**src/rtl/vc_arb_pkg.sv**
```systemverilog
`default_nettype none
// ============================================================================
// Module : vc_arb_pkg
// Brief  : Shared owner encoding, default destination bit, weight helper.
// Rev    : 1.0  initial release
// ============================================================================
package vc_arb_pkg;

    localparam int DEST_BIT_DEF = 4;
    localparam int WGT_MAX_W    = 8;

    localparam logic OWNER_VC0 = 1'b0;
    localparam logic OWNER_VC1 = 1'b1;

    typedef enum logic [0:0] {
        SERVE0 = OWNER_VC0,
        SERVE1 = OWNER_VC1
    } owner_e;

    // A zero weight would starve its VC forever, so it is promoted to one credit.
    function automatic logic [WGT_MAX_W-1:0] wgt_nonzero(input logic [WGT_MAX_W-1:0] w);
        return (w == '0) ? WGT_MAX_W'(1) : w;
    endfunction

endpackage
`default_nettype wire

```
**src/rtl/vc_arbiter_if.sv**
```systemverilog
`default_nettype none
// ============================================================================
// Module : vc_arbiter_if
// Brief  : VC-side flags/heads and pop/select outputs of the WRR arbiter.
//          Grant counters exist only when VC_ARB_STATS_EN is defined.
// Rev    : 1.0  initial release
// ============================================================================
interface vc_arbiter_if #(
    parameter int DATA_W = 6,
    parameter int WGT_W  = 3
);
    logic              init;
    logic              arb_en;
    logic [WGT_W-1:0]  weight_vc0_i;
    logic [WGT_W-1:0]  weight_vc1_i;
    logic              fifo_empty_vc0;
    logic              fifo_empty_vc1;
    logic [DATA_W-1:0] head_vc0;
    logic [DATA_W-1:0] head_vc1;
    logic              fifo_pause_d0;
    logic              fifo_pause_d1;
    logic              pop_vc0;
    logic              pop_vc1;
    logic              pop_delay_vc0;
    logic              pop_delay_vc1;
    logic              dest_out;
    logic              arb_idle;
`ifdef VC_ARB_STATS_EN
    logic [15:0]       grant_cnt_vc0;
    logic [15:0]       grant_cnt_vc1;
`endif

    modport master (
        output init, arb_en, weight_vc0_i, weight_vc1_i,
        output fifo_empty_vc0, fifo_empty_vc1, head_vc0, head_vc1,
        output fifo_pause_d0, fifo_pause_d1,
        input  pop_vc0, pop_vc1, pop_delay_vc0, pop_delay_vc1, dest_out, arb_idle
`ifdef VC_ARB_STATS_EN
        , input grant_cnt_vc0, grant_cnt_vc1
`endif
    );

    modport slave (
        input  init, arb_en, weight_vc0_i, weight_vc1_i,
        input  fifo_empty_vc0, fifo_empty_vc1, head_vc0, head_vc1,
        input  fifo_pause_d0, fifo_pause_d1,
        output pop_vc0, pop_vc1, pop_delay_vc0, pop_delay_vc1, dest_out, arb_idle
`ifdef VC_ARB_STATS_EN
        , output grant_cnt_vc0, grant_cnt_vc1
`endif
    );

endinterface
`default_nettype wire

```
**src/rtl/vc_credit_counter.sv**
```systemverilog
`default_nettype none
// ============================================================================
// Module : vc_credit_counter
// Brief  : Loadable credit down-counter; o_last flags that one decrement hits zero.
// Rev    : 1.0  initial release
// ============================================================================
module vc_credit_counter #(
    parameter int WGT_W = 3
) (
    input  logic             clk,
    input  logic             reset_L,
    input  logic             i_load,
    input  logic [WGT_W-1:0] i_load_val,
    input  logic             i_dec,
    output logic             o_last
);

    logic [WGT_W-1:0] r_count_q;
    logic [WGT_W-1:0] w_count_d;

    always_comb begin
        w_count_d = r_count_q;
        if (i_load) begin
            w_count_d = i_load_val;
        end else if (i_dec) begin
            w_count_d = r_count_q - WGT_W'(1);
        end
    end

    always_ff @(posedge clk or negedge reset_L) begin
        if (!reset_L) begin
            r_count_q <= WGT_W'(1);
        end else begin
            r_count_q <= w_count_d;
        end
    end

    assign o_last = (r_count_q == WGT_W'(1));

endmodule
`default_nettype wire

```
**src/rtl/vc_arbiter.sv**
```systemverilog
`default_nettype none
// ============================================================================
// Module : vc_arbiter
// Brief  : Weighted round-robin popper of VC0/VC1 toward D0/D1, pause aware.
//          Define VC_ARB_STATS_EN to add saturating per-VC grant counters.
// Rev    : 1.0  initial release
// ============================================================================
module vc_arbiter
    import vc_arb_pkg::*;
#(
    parameter int DATA_W   = 6,
    parameter int DEST_BIT = DEST_BIT_DEF,
    parameter int WGT_W    = 3
) (
    input  logic          clk,
    input  logic          reset_L,
    vc_arbiter_if.slave   bus
);

    owner_e           r_owner_q, w_owner_d;
    logic [WGT_W-1:0] r_wgt0_q, w_wgt0_d;
    logic [WGT_W-1:0] r_wgt1_q, w_wgt1_d;
    logic             r_pop_delay_vc0_q, w_pop_delay_vc0_d;
    logic             r_pop_delay_vc1_q, w_pop_delay_vc1_d;
    logic             r_dest_q, w_dest_d;

    logic [WGT_W-1:0] w_wgt0_new, w_wgt1_new;
    logic             w_pause_vc0, w_pause_vc1;
    logic             w_elig0, w_elig1;
    logic             w_pop0, w_pop1;
    logic             w_pop0_o, w_pop1_o;
    logic             w_cnt_load, w_cnt_dec, w_credit_last;
    logic [WGT_W-1:0] w_cnt_val;

    assign w_wgt0_new = WGT_W'(wgt_nonzero(WGT_MAX_W'(bus.weight_vc0_i)));
    assign w_wgt1_new = WGT_W'(wgt_nonzero(WGT_MAX_W'(bus.weight_vc1_i)));

    assign w_pause_vc0 = bus.head_vc0[DEST_BIT] ? bus.fifo_pause_d1 : bus.fifo_pause_d0;
    assign w_pause_vc1 = bus.head_vc1[DEST_BIT] ? bus.fifo_pause_d1 : bus.fifo_pause_d0;
    assign w_elig0     = bus.arb_en & ~bus.fifo_empty_vc0 & ~w_pause_vc0;
    assign w_elig1     = bus.arb_en & ~bus.fifo_empty_vc1 & ~w_pause_vc1;

    vc_credit_counter #(.WGT_W(WGT_W)) u_credit (
        .clk        (clk),
        .reset_L    (reset_L),
        .i_load     (w_cnt_load),
        .i_load_val (w_cnt_val),
        .i_dec      (w_cnt_dec),
        .o_last     (w_credit_last)
    );

    // The non-owner is served whenever the owner cannot pop; if its whole turn
    // is that single word, ownership snaps back with a fresh owner allowance.
    always_comb begin
        w_owner_d  = r_owner_q;
        w_wgt0_d   = r_wgt0_q;
        w_wgt1_d   = r_wgt1_q;
        w_pop0     = 1'b0;
        w_pop1     = 1'b0;
        w_cnt_load = 1'b0;
        w_cnt_dec  = 1'b0;
        w_cnt_val  = r_wgt0_q;
        if (bus.init) begin
            w_wgt0_d   = w_wgt0_new;
            w_wgt1_d   = w_wgt1_new;
            w_owner_d  = SERVE0;
            w_cnt_load = 1'b1;
            w_cnt_val  = w_wgt0_new;
        end else begin
            unique case (r_owner_q)
                SERVE0: begin
                    if (w_elig0) begin
                        w_pop0 = 1'b1;
                        if (w_credit_last) begin
                            w_owner_d  = SERVE1;
                            w_cnt_load = 1'b1;
                            w_cnt_val  = r_wgt1_q;
                        end else begin
                            w_cnt_dec = 1'b1;
                        end
                    end else if (w_elig1) begin
                        w_pop1     = 1'b1;
                        w_cnt_load = 1'b1;
                        if (r_wgt1_q == WGT_W'(1)) begin
                            w_owner_d = SERVE0;
                            w_cnt_val = r_wgt0_q;
                        end else begin
                            w_owner_d = SERVE1;
                            w_cnt_val = r_wgt1_q - WGT_W'(1);
                        end
                    end
                end
                SERVE1: begin
                    if (w_elig1) begin
                        w_pop1 = 1'b1;
                        if (w_credit_last) begin
                            w_owner_d  = SERVE0;
                            w_cnt_load = 1'b1;
                            w_cnt_val  = r_wgt0_q;
                        end else begin
                            w_cnt_dec = 1'b1;
                        end
                    end else if (w_elig0) begin
                        w_pop0     = 1'b1;
                        w_cnt_load = 1'b1;
                        if (r_wgt0_q == WGT_W'(1)) begin
                            w_owner_d = SERVE1;
                            w_cnt_val = r_wgt1_q;
                        end else begin
                            w_owner_d = SERVE0;
                            w_cnt_val = r_wgt0_q - WGT_W'(1);
                        end
                    end
                end
                default: w_owner_d = SERVE0;
            endcase
        end
    end

    // Reset must kill the pop combinationally so no word leaves mid-reset.
    assign w_pop0_o = w_pop0 & reset_L;
    assign w_pop1_o = w_pop1 & reset_L;

    always_comb begin
        w_pop_delay_vc0_d = w_pop0_o;
        w_pop_delay_vc1_d = w_pop1_o;
        w_dest_d          = 1'b0;
        if (w_pop0_o) begin
            w_dest_d = bus.head_vc0[DEST_BIT];
        end else if (w_pop1_o) begin
            w_dest_d = bus.head_vc1[DEST_BIT];
        end
    end

    always_ff @(posedge clk or negedge reset_L) begin
        if (!reset_L) begin
            r_owner_q         <= SERVE0;
            r_wgt0_q          <= WGT_W'(1);
            r_wgt1_q          <= WGT_W'(1);
            r_pop_delay_vc0_q <= 1'b0;
            r_pop_delay_vc1_q <= 1'b0;
            r_dest_q          <= 1'b0;
        end else begin
            r_owner_q         <= w_owner_d;
            r_wgt0_q          <= w_wgt0_d;
            r_wgt1_q          <= w_wgt1_d;
            r_pop_delay_vc0_q <= w_pop_delay_vc0_d;
            r_pop_delay_vc1_q <= w_pop_delay_vc1_d;
            r_dest_q          <= w_dest_d;
        end
    end

    assign bus.pop_vc0       = w_pop0_o;
    assign bus.pop_vc1       = w_pop1_o;
    assign bus.pop_delay_vc0 = r_pop_delay_vc0_q;
    assign bus.pop_delay_vc1 = r_pop_delay_vc1_q;
    assign bus.dest_out      = r_dest_q;
    assign bus.arb_idle      = bus.fifo_empty_vc0 & bus.fifo_empty_vc1 & ~w_pop0_o & ~w_pop1_o;

`ifdef VC_ARB_STATS_EN
    logic [15:0] r_grant_cnt_vc0_q, w_grant_cnt_vc0_d;
    logic [15:0] r_grant_cnt_vc1_q, w_grant_cnt_vc1_d;

    always_comb begin
        w_grant_cnt_vc0_d = r_grant_cnt_vc0_q;
        w_grant_cnt_vc1_d = r_grant_cnt_vc1_q;
        if (bus.init) begin
            w_grant_cnt_vc0_d = '0;
            w_grant_cnt_vc1_d = '0;
        end else begin
            if (w_pop0_o && (r_grant_cnt_vc0_q != 16'hFFFF)) begin
                w_grant_cnt_vc0_d = r_grant_cnt_vc0_q + 16'd1;
            end
            if (w_pop1_o && (r_grant_cnt_vc1_q != 16'hFFFF)) begin
                w_grant_cnt_vc1_d = r_grant_cnt_vc1_q + 16'd1;
            end
        end
    end

    always_ff @(posedge clk or negedge reset_L) begin
        if (!reset_L) begin
            r_grant_cnt_vc0_q <= '0;
            r_grant_cnt_vc1_q <= '0;
        end else begin
            r_grant_cnt_vc0_q <= w_grant_cnt_vc0_d;
            r_grant_cnt_vc1_q <= w_grant_cnt_vc1_d;
        end
    end

    assign bus.grant_cnt_vc0 = r_grant_cnt_vc0_q;
    assign bus.grant_cnt_vc1 = r_grant_cnt_vc1_q;
`endif

endmodule
`default_nettype wire

```
**src/flat_wrapper.sv**
```systemverilog
// flat-port wrapper written by rule: the top's interface ports become plain ports
module vc_arbiter_flat import vc_arb_pkg::*;
#(
    parameter int DATA_W   = 6,
    parameter int DEST_BIT = DEST_BIT_DEF,
    parameter int WGT_W    = 3
)
  (clk, reset_L, bus_init, bus_arb_en, bus_weight_vc0_i, bus_weight_vc1_i, bus_fifo_empty_vc0, bus_fifo_empty_vc1, bus_head_vc0, bus_head_vc1, bus_fifo_pause_d0, bus_fifo_pause_d1, bus_pop_vc0, bus_pop_vc1, bus_pop_delay_vc0, bus_pop_delay_vc1, bus_dest_out, bus_arb_idle);
  vc_arbiter_if #(.DATA_W(DATA_W), .WGT_W(WGT_W)) bus_i ();
  input  logic clk;
  input  logic reset_L;
  input wire logic [$bits(bus_i.init)-1:0] bus_init;
  input wire logic [$bits(bus_i.arb_en)-1:0] bus_arb_en;
  input wire logic [$bits(bus_i.weight_vc0_i)-1:0] bus_weight_vc0_i;
  input wire logic [$bits(bus_i.weight_vc1_i)-1:0] bus_weight_vc1_i;
  input wire logic [$bits(bus_i.fifo_empty_vc0)-1:0] bus_fifo_empty_vc0;
  input wire logic [$bits(bus_i.fifo_empty_vc1)-1:0] bus_fifo_empty_vc1;
  input wire logic [$bits(bus_i.head_vc0)-1:0] bus_head_vc0;
  input wire logic [$bits(bus_i.head_vc1)-1:0] bus_head_vc1;
  input wire logic [$bits(bus_i.fifo_pause_d0)-1:0] bus_fifo_pause_d0;
  input wire logic [$bits(bus_i.fifo_pause_d1)-1:0] bus_fifo_pause_d1;
  output wire logic [$bits(bus_i.pop_vc0)-1:0] bus_pop_vc0;
  output wire logic [$bits(bus_i.pop_vc1)-1:0] bus_pop_vc1;
  output wire logic [$bits(bus_i.pop_delay_vc0)-1:0] bus_pop_delay_vc0;
  output wire logic [$bits(bus_i.pop_delay_vc1)-1:0] bus_pop_delay_vc1;
  output wire logic [$bits(bus_i.dest_out)-1:0] bus_dest_out;
  output wire logic [$bits(bus_i.arb_idle)-1:0] bus_arb_idle;
  assign bus_i.init = bus_init;
  assign bus_i.arb_en = bus_arb_en;
  assign bus_i.weight_vc0_i = bus_weight_vc0_i;
  assign bus_i.weight_vc1_i = bus_weight_vc1_i;
  assign bus_i.fifo_empty_vc0 = bus_fifo_empty_vc0;
  assign bus_i.fifo_empty_vc1 = bus_fifo_empty_vc1;
  assign bus_i.head_vc0 = bus_head_vc0;
  assign bus_i.head_vc1 = bus_head_vc1;
  assign bus_i.fifo_pause_d0 = bus_fifo_pause_d0;
  assign bus_i.fifo_pause_d1 = bus_fifo_pause_d1;
  assign bus_pop_vc0 = bus_i.pop_vc0;
  assign bus_pop_vc1 = bus_i.pop_vc1;
  assign bus_pop_delay_vc0 = bus_i.pop_delay_vc0;
  assign bus_pop_delay_vc1 = bus_i.pop_delay_vc1;
  assign bus_dest_out = bus_i.dest_out;
  assign bus_arb_idle = bus_i.arb_idle;
  vc_arbiter #(.DATA_W(DATA_W), .DEST_BIT(DEST_BIT), .WGT_W(WGT_W)) u_core (.clk(clk), .reset_L(reset_L), .bus(bus_i));
endmodule
```
**config.mk**
```make
export PLATFORM = sky130hd
export DESIGN_NAME = vc_arbiter_flat
export DESIGN_NICKNAME = d
export VERILOG_FILES = /design/src/rtl/vc_arb_pkg.sv /design/src/rtl/vc_arbiter_if.sv /design/src/rtl/vc_credit_counter.sv /design/src/rtl/vc_arbiter.sv /design/src/flat_wrapper.sv
export SDC_FILE = /design/constraint.sdc
export NUM_CORES = 1
export LEC_CHECK = 0
export CORE_ASPECT_RATIO = 1.5
export CORE_MARGIN = 8
export CORE_UTILIZATION = 26
export CTS_CLUSTER_DIAMETER = 50
export DETAILED_ROUTE_END_ITERATION = 7
export GPL_TIMING_DRIVEN = 0
export PLACE_DENSITY = 0.48
export REMOVE_ABC_BUFFERS = 1
export SETUP_SLACK_MARGIN = 0.15
export SLEW_MARGIN = 20
export SYNTH_ARGS = -nofsm -noshare
export SYNTH_HDL_FRONTEND = slang
export SYNTH_SLANG_ARGS = --single-unit
```
**constraint.sdc**
```tcl
create_clock -name clk -period 2.1 [get_ports clk]
set_input_delay 0.42 -clock clk [delete_from_list [all_inputs] [get_ports clk]]
set_output_delay 0.42 -clock clk [all_outputs]
set_load 0.02 [all_outputs]
```
# After elaboration in Yosys (flattened, before gate mapping)
# Index checks and enable logic that the tools add are counted.
# op_classes
addsub,3
mul,0
n_div,0
magnitude_cmp,0
n_eq_ne,3
n_shift,0
n_mux,43
n_bitwise,16
n_reduce_logical,3
# ops
cell,count
2-to-1 mux 3 bit,12
2-to-1 mux 1 bit,25
case mux 1 bit (2 select lines),5
AND 1 bit,9
equality test 3 x 1 -> 1 bit (second input constant),3
subtractor 3 x 1 -> 3 bit (second input constant),3
inverter 1 bit,7
logical NOT 3 bit,2
case mux 3 bit (2 select lines),1
nonzero test 2 bit,1
# totals
reg_bits,13
latchBits,0
ramBits,0
mem_bits_ro,0
out_inout_bits,6
elab_cells,75
mem_count,0

# Depth between registers and ports, before layout
# depth
word_depth,11
mapped_depth,8
ltp_nobuf,8

# Cells and area by module
# From an unflattened synthesis, not the netlist that was laid out.
# unflattened
cells_unflattened,124
hier_area_um2,1119.8
# by_module_without_submodules
module,n_inst,cells_each,area_each_um2,seq_area_each_um2
vc_arbiter,1,105,924.6,252.7
vc_credit_counter,1,19,195.2,76.3

# Least setup slack after synthesis
# Ideal clock, no wire load.
# synth_timing
kind,register to register
start,reg u_core.r_wgt1_q[0]
end,reg u_core.u_credit.r_count_q[1]
setup_time_ns,0.104
arrival_time_ns,1.895
setup_slack_ns,0.102
path_stages_with_launch,8
path_buffers,0
period_less_slack_ns,1.998
cell_sequence,dfstp_2 ha_1 or2b_2 nand3_1 nor2_1 a221o_1 mux2_4 o41ai_2
# synth_via
elab_chain_cells,7
elab_cells_between_ends,8
cone_classes,add/sub (1); eq/ne (1); mux (6)
# synth_lines
item,line_no,text
start: declaration,vc_arbiter.sv:22,"logic [WGT_W-1:0] r_wgt1_q, w_wgt1_d;"
start signal: assignment,vc_arbiter.sv:146,r_wgt1_q <= w_wgt1_d;
subtractor 3 x 1 -> 3 bit / equality test 3 x 1 -> 1 bit (equally long branches),"vc_arbiter.sv:89, vc_arbiter.sv:84",
2-to-1 mux 3 bit (*),vc_arbiter.sv:84,if (r_wgt1_q == WGT_W'(1)) begin
2-to-1 mux 3 bit (*),vc_arbiter.sv:81,end else if (w_elig1) begin
2-to-1 mux 3 bit (*),vc_arbiter.sv:72,if (w_elig0) begin
case mux 3 bit (2 select lines) (*),vc_arbiter.sv:70,unique case (r_owner_q)
2-to-1 mux 3 bit (*),vc_arbiter.sv:63,if (bus.init) begin
2-to-1 mux 3 bit (*),vc_credit_counter.sv:23,if (i_load) begin
end signal: assignment,vc_credit_counter.sv:34,r_count_q <= w_count_d;
end: declaration,vc_credit_counter.sv:18,logic [WGT_W-1:0] r_count_q;
# Mark *: on every way between the ends. The rest lies on a longest branch, timed or not.
# A chain may end at the register's enable or synchronous reset.

# Final worst setup path
# Ends and elaborated chain as after synthesis.

==> results.toml <==
[route]
avgViaCountPerCell = 5.30
wl_mm = 3.34
firstDrtPassIters = 4
wire_per_inst_um = 16.2
dr.first_iter.drc_count = 31
postRouteAntennaNets = 0
drcViolationCount = 0
vias = 1097

[timing]
fmax_mhz = 478
fin_crit_sh = 0.997
slew_headroom = 0.729
final-setup-viol-count = 0
final.setup.tns_ns = 0
worstMarginPinSlew_ns = 0.406
setup_slack_ns = 0.00660
finalHoldViolations = 0
rsz0062_at_grt = "yes"
period_needed_ns = 2.09
skew_ns = 0.00250
slew_violations = 0

[clocking]
cts_root_buf = "clkbuf_8"
clk_pin_slew_worst_paths_ns = 0.06
cts_buffer_depth = 2
clk_latency_ns = 0.24
cts-buffers-inserted = 3
clock_sinks = 13
hold_buffers = 0
cts.htree.levels = 1
cts_tree = "yes"

[floorplan]
initial_core_util = 0.270
fp-row-count = 28
dieArea_um2 = 6420
ios = 32
fp.dieW_um = 68.2
chipHeight_um = 94.2
core_area_um2 = 3920

[layout]
area_growth_pct = 51.3
seq_area_um2 = 329
num-fill-cells = 409
antennaDiodeCount = 0
final_core_util = 0.409
nets = 195
multi_input_area_um2 = 811
drive_gt1_frac = 0.370

[status]
status = "complete, no violations"

[power]
p_per_area_nw_per_um2 = 528
leakagePower_uw = 0.000692
ir_drop_mv = 0.284

[global_routing]
overflow = 0
grt_max_degree = 25
grt_usage = 0.105
grt_pass1_wl_mm = 5.28
grt_pass1_vias = 1158
antenna_found_initial = 0

[placement]
place_congestion = 0.830
place_ws_ns = -0.965
portBuffers = 21
dp_hpwl_mm = 2.26

[yosys]
synth_seq_area_share = 0.310
synth_cell_types = 45
synthCells = 121
ys_ff_latch = 13
syn_area_um2 = 1060
synth-async-reset-ratio = 1.00
synth_edf_count = 0
syn_area_per_cell_um2 = 8.77
synth-main-ff-cell = "dfrtp_1"
yosysWarnings = 0

[critical_path]
required_ns = 2.24
endpoint_kind = "flip-flop"
cp_max_fo = 3
reg2reg_slack_ns = 0.007
start_kind = "flip-flop"
crit_arrival_ns = 2.24
path_class = "flip-flop to flip-flop"

[min_path]
hold_path.class = "primary input to asynchronous set/reset pin"

[job]
maxCapViolCount = 0
## cell families after synthesis
group	share of synthesized area
compound gates	0.278
fa+ha+maj	0.0708
buf+inv	0.0495
flops	0.310
mux	0.0719
simple gates	0.219
## layout by cell type (no fill, tap or decap), types with 2 or more instances in the layout
cell type,count
buf_4,18
o21ai_0,12
dfrtp_1,10
inv_1,9
nand2_1,9
clkdlybuf4s50_1,9
dlygate4sd2_1,6
nor3_4,5
nor2_1,5
a21oi_1,5
mux2_4,3
o211ai_1,3
nor3_1,3
ha_1,3
clkbuf_8,3
dfstp_2,3
mux2i_2,2
nor2b_2,2
or2b_4,2
nor2_4,2
a211oi_1,2
o21a_1,2
a31oi_1,2
a2bb2oi_1,2
or3_1,2
ha_4,2
buf_2,2
clkbuf_2,2
buf_6,2
## layout make-up
class                           instances  area share
Tap cell                               45      0.0351
Multi-Input combinational cell         95       0.505
Clock buffer                            4      0.0281
Sequential cell                        13       0.205
Timing Repair Buffer                   39       0.200
Inverter                               11      0.0273
## per-layer routing
metal / GRT usage / routed length (um)
met1: 0.104 / 1250
met2: 0.200 / 1920
met3: 0.0143 / 75
met4: 0.0532 / 95
met5: 0 / 0
## worst paths after layout
| kind | from | end | depth (start not counted) |
|---|---|---|---|
| max in group asynchronous | reset_L | u_core.r_wgt1_q[0]$_DFFE_PN1P_ | 1 |
| worst max-delay path | u_core.r_wgt1_q[0]$_DFFE_PN1P_ | u_core.u_credit.r_count_q[1]$_DFFE_PN0P_ | 7 |
| worst max register to register | u_core.r_wgt1_q[0]$_DFFE_PN1P_ | u_core.u_credit.r_count_q[1]$_DFFE_PN0P_ | 7 |
| worst min register to register | u_core.u_credit.r_count_q[2]$_DFFE_PN0P_ | u_core.u_credit.r_count_q[2]$_DFFE_PN0P_ | 2 |
| worst min-delay path | reset_L | u_core.r_wgt0_q[1]$_DFFE_PN0P_ | 1 |
| min in group clk | bus_head_vc1[4] | u_core.bus.dest_out$_DFF_PN0_ | 2 |
## worst max-delay path: stages, from the launching register on
cell and delay [ns]:
dfstp_2 0.55, ha_4 0.14, or2b_4 0.28, nand3_4 0.08, nor2_4 0.04, a221o_1 0.32, mux2_4 0.27, o41ai_2 0.31
## where the power goes
part	switching (uW)	internal, uW
Clock	95.4	134
Sequential	27.9	281
Combinational	159	150
## cell usage after synthesis (all sizes together), types with 2 or more instances
cell type | instances | share of area
o21ai | 12 | 0.057
nor3 | 8 | 0.048
a211oi | 2 | 0.014
mux2i | 2 | 0.019
nor2 | 7 | 0.032
a31oi | 2 | 0.012
nand2b | 2 | 0.012
nand2 | 11 | 0.039
mux2 | 4 | 0.053
o21a | 2 | 0.014
dfrtp | 10 | 0.24
a21oi | 5 | 0.024
or3 | 2 | 0.012
dfstp | 3 | 0.074
ha | 6 | 0.071
a2bb2oi | 2 | 0.017
or2b | 3 | 0.026
inv | 11 | 0.039
o211ai | 3 | 0.021
nor2b | 3 | 0.018
a221oi | 2 | 0.017
## through the flow
stage / cells / hold slack, ns / power (uW) / instance area, um^2
floorplan: 119 / 0.124 / 455 / 1050
global placement: 185 / 0.519 / 547 / 1320
detailed placement: 185 / 0.529 / 548 / 1320
CTS: 200 / 0.189 / 810 / 1500
global route: 207 / 0.0944 / 907 / 1610
finish: 207 / 0.0734 / 847 / 1610
## state kept, by name, indices dropped and copies added (netlist names)
register / cells
u_core.r_owner_q: 1
u_core.bus.pop_delay_vc1: 1
u_core.r_wgt0_q: 3
u_core.bus.dest_out: 1
u_core.bus.pop_delay_vc0: 1
u_core.u_credit.r_count_q: 3
u_core.r_wgt1_q: 3
## what timing repair did
item                                    4_1_cts  5_1_grt
buffers inserted                             11        7
endpoints found under the setup margin        7        5
pin swaps                                     6       10
endpoints found under the hold margin         0        0
resized for setup                            41       23
Power figures use the tool's default switching activity.
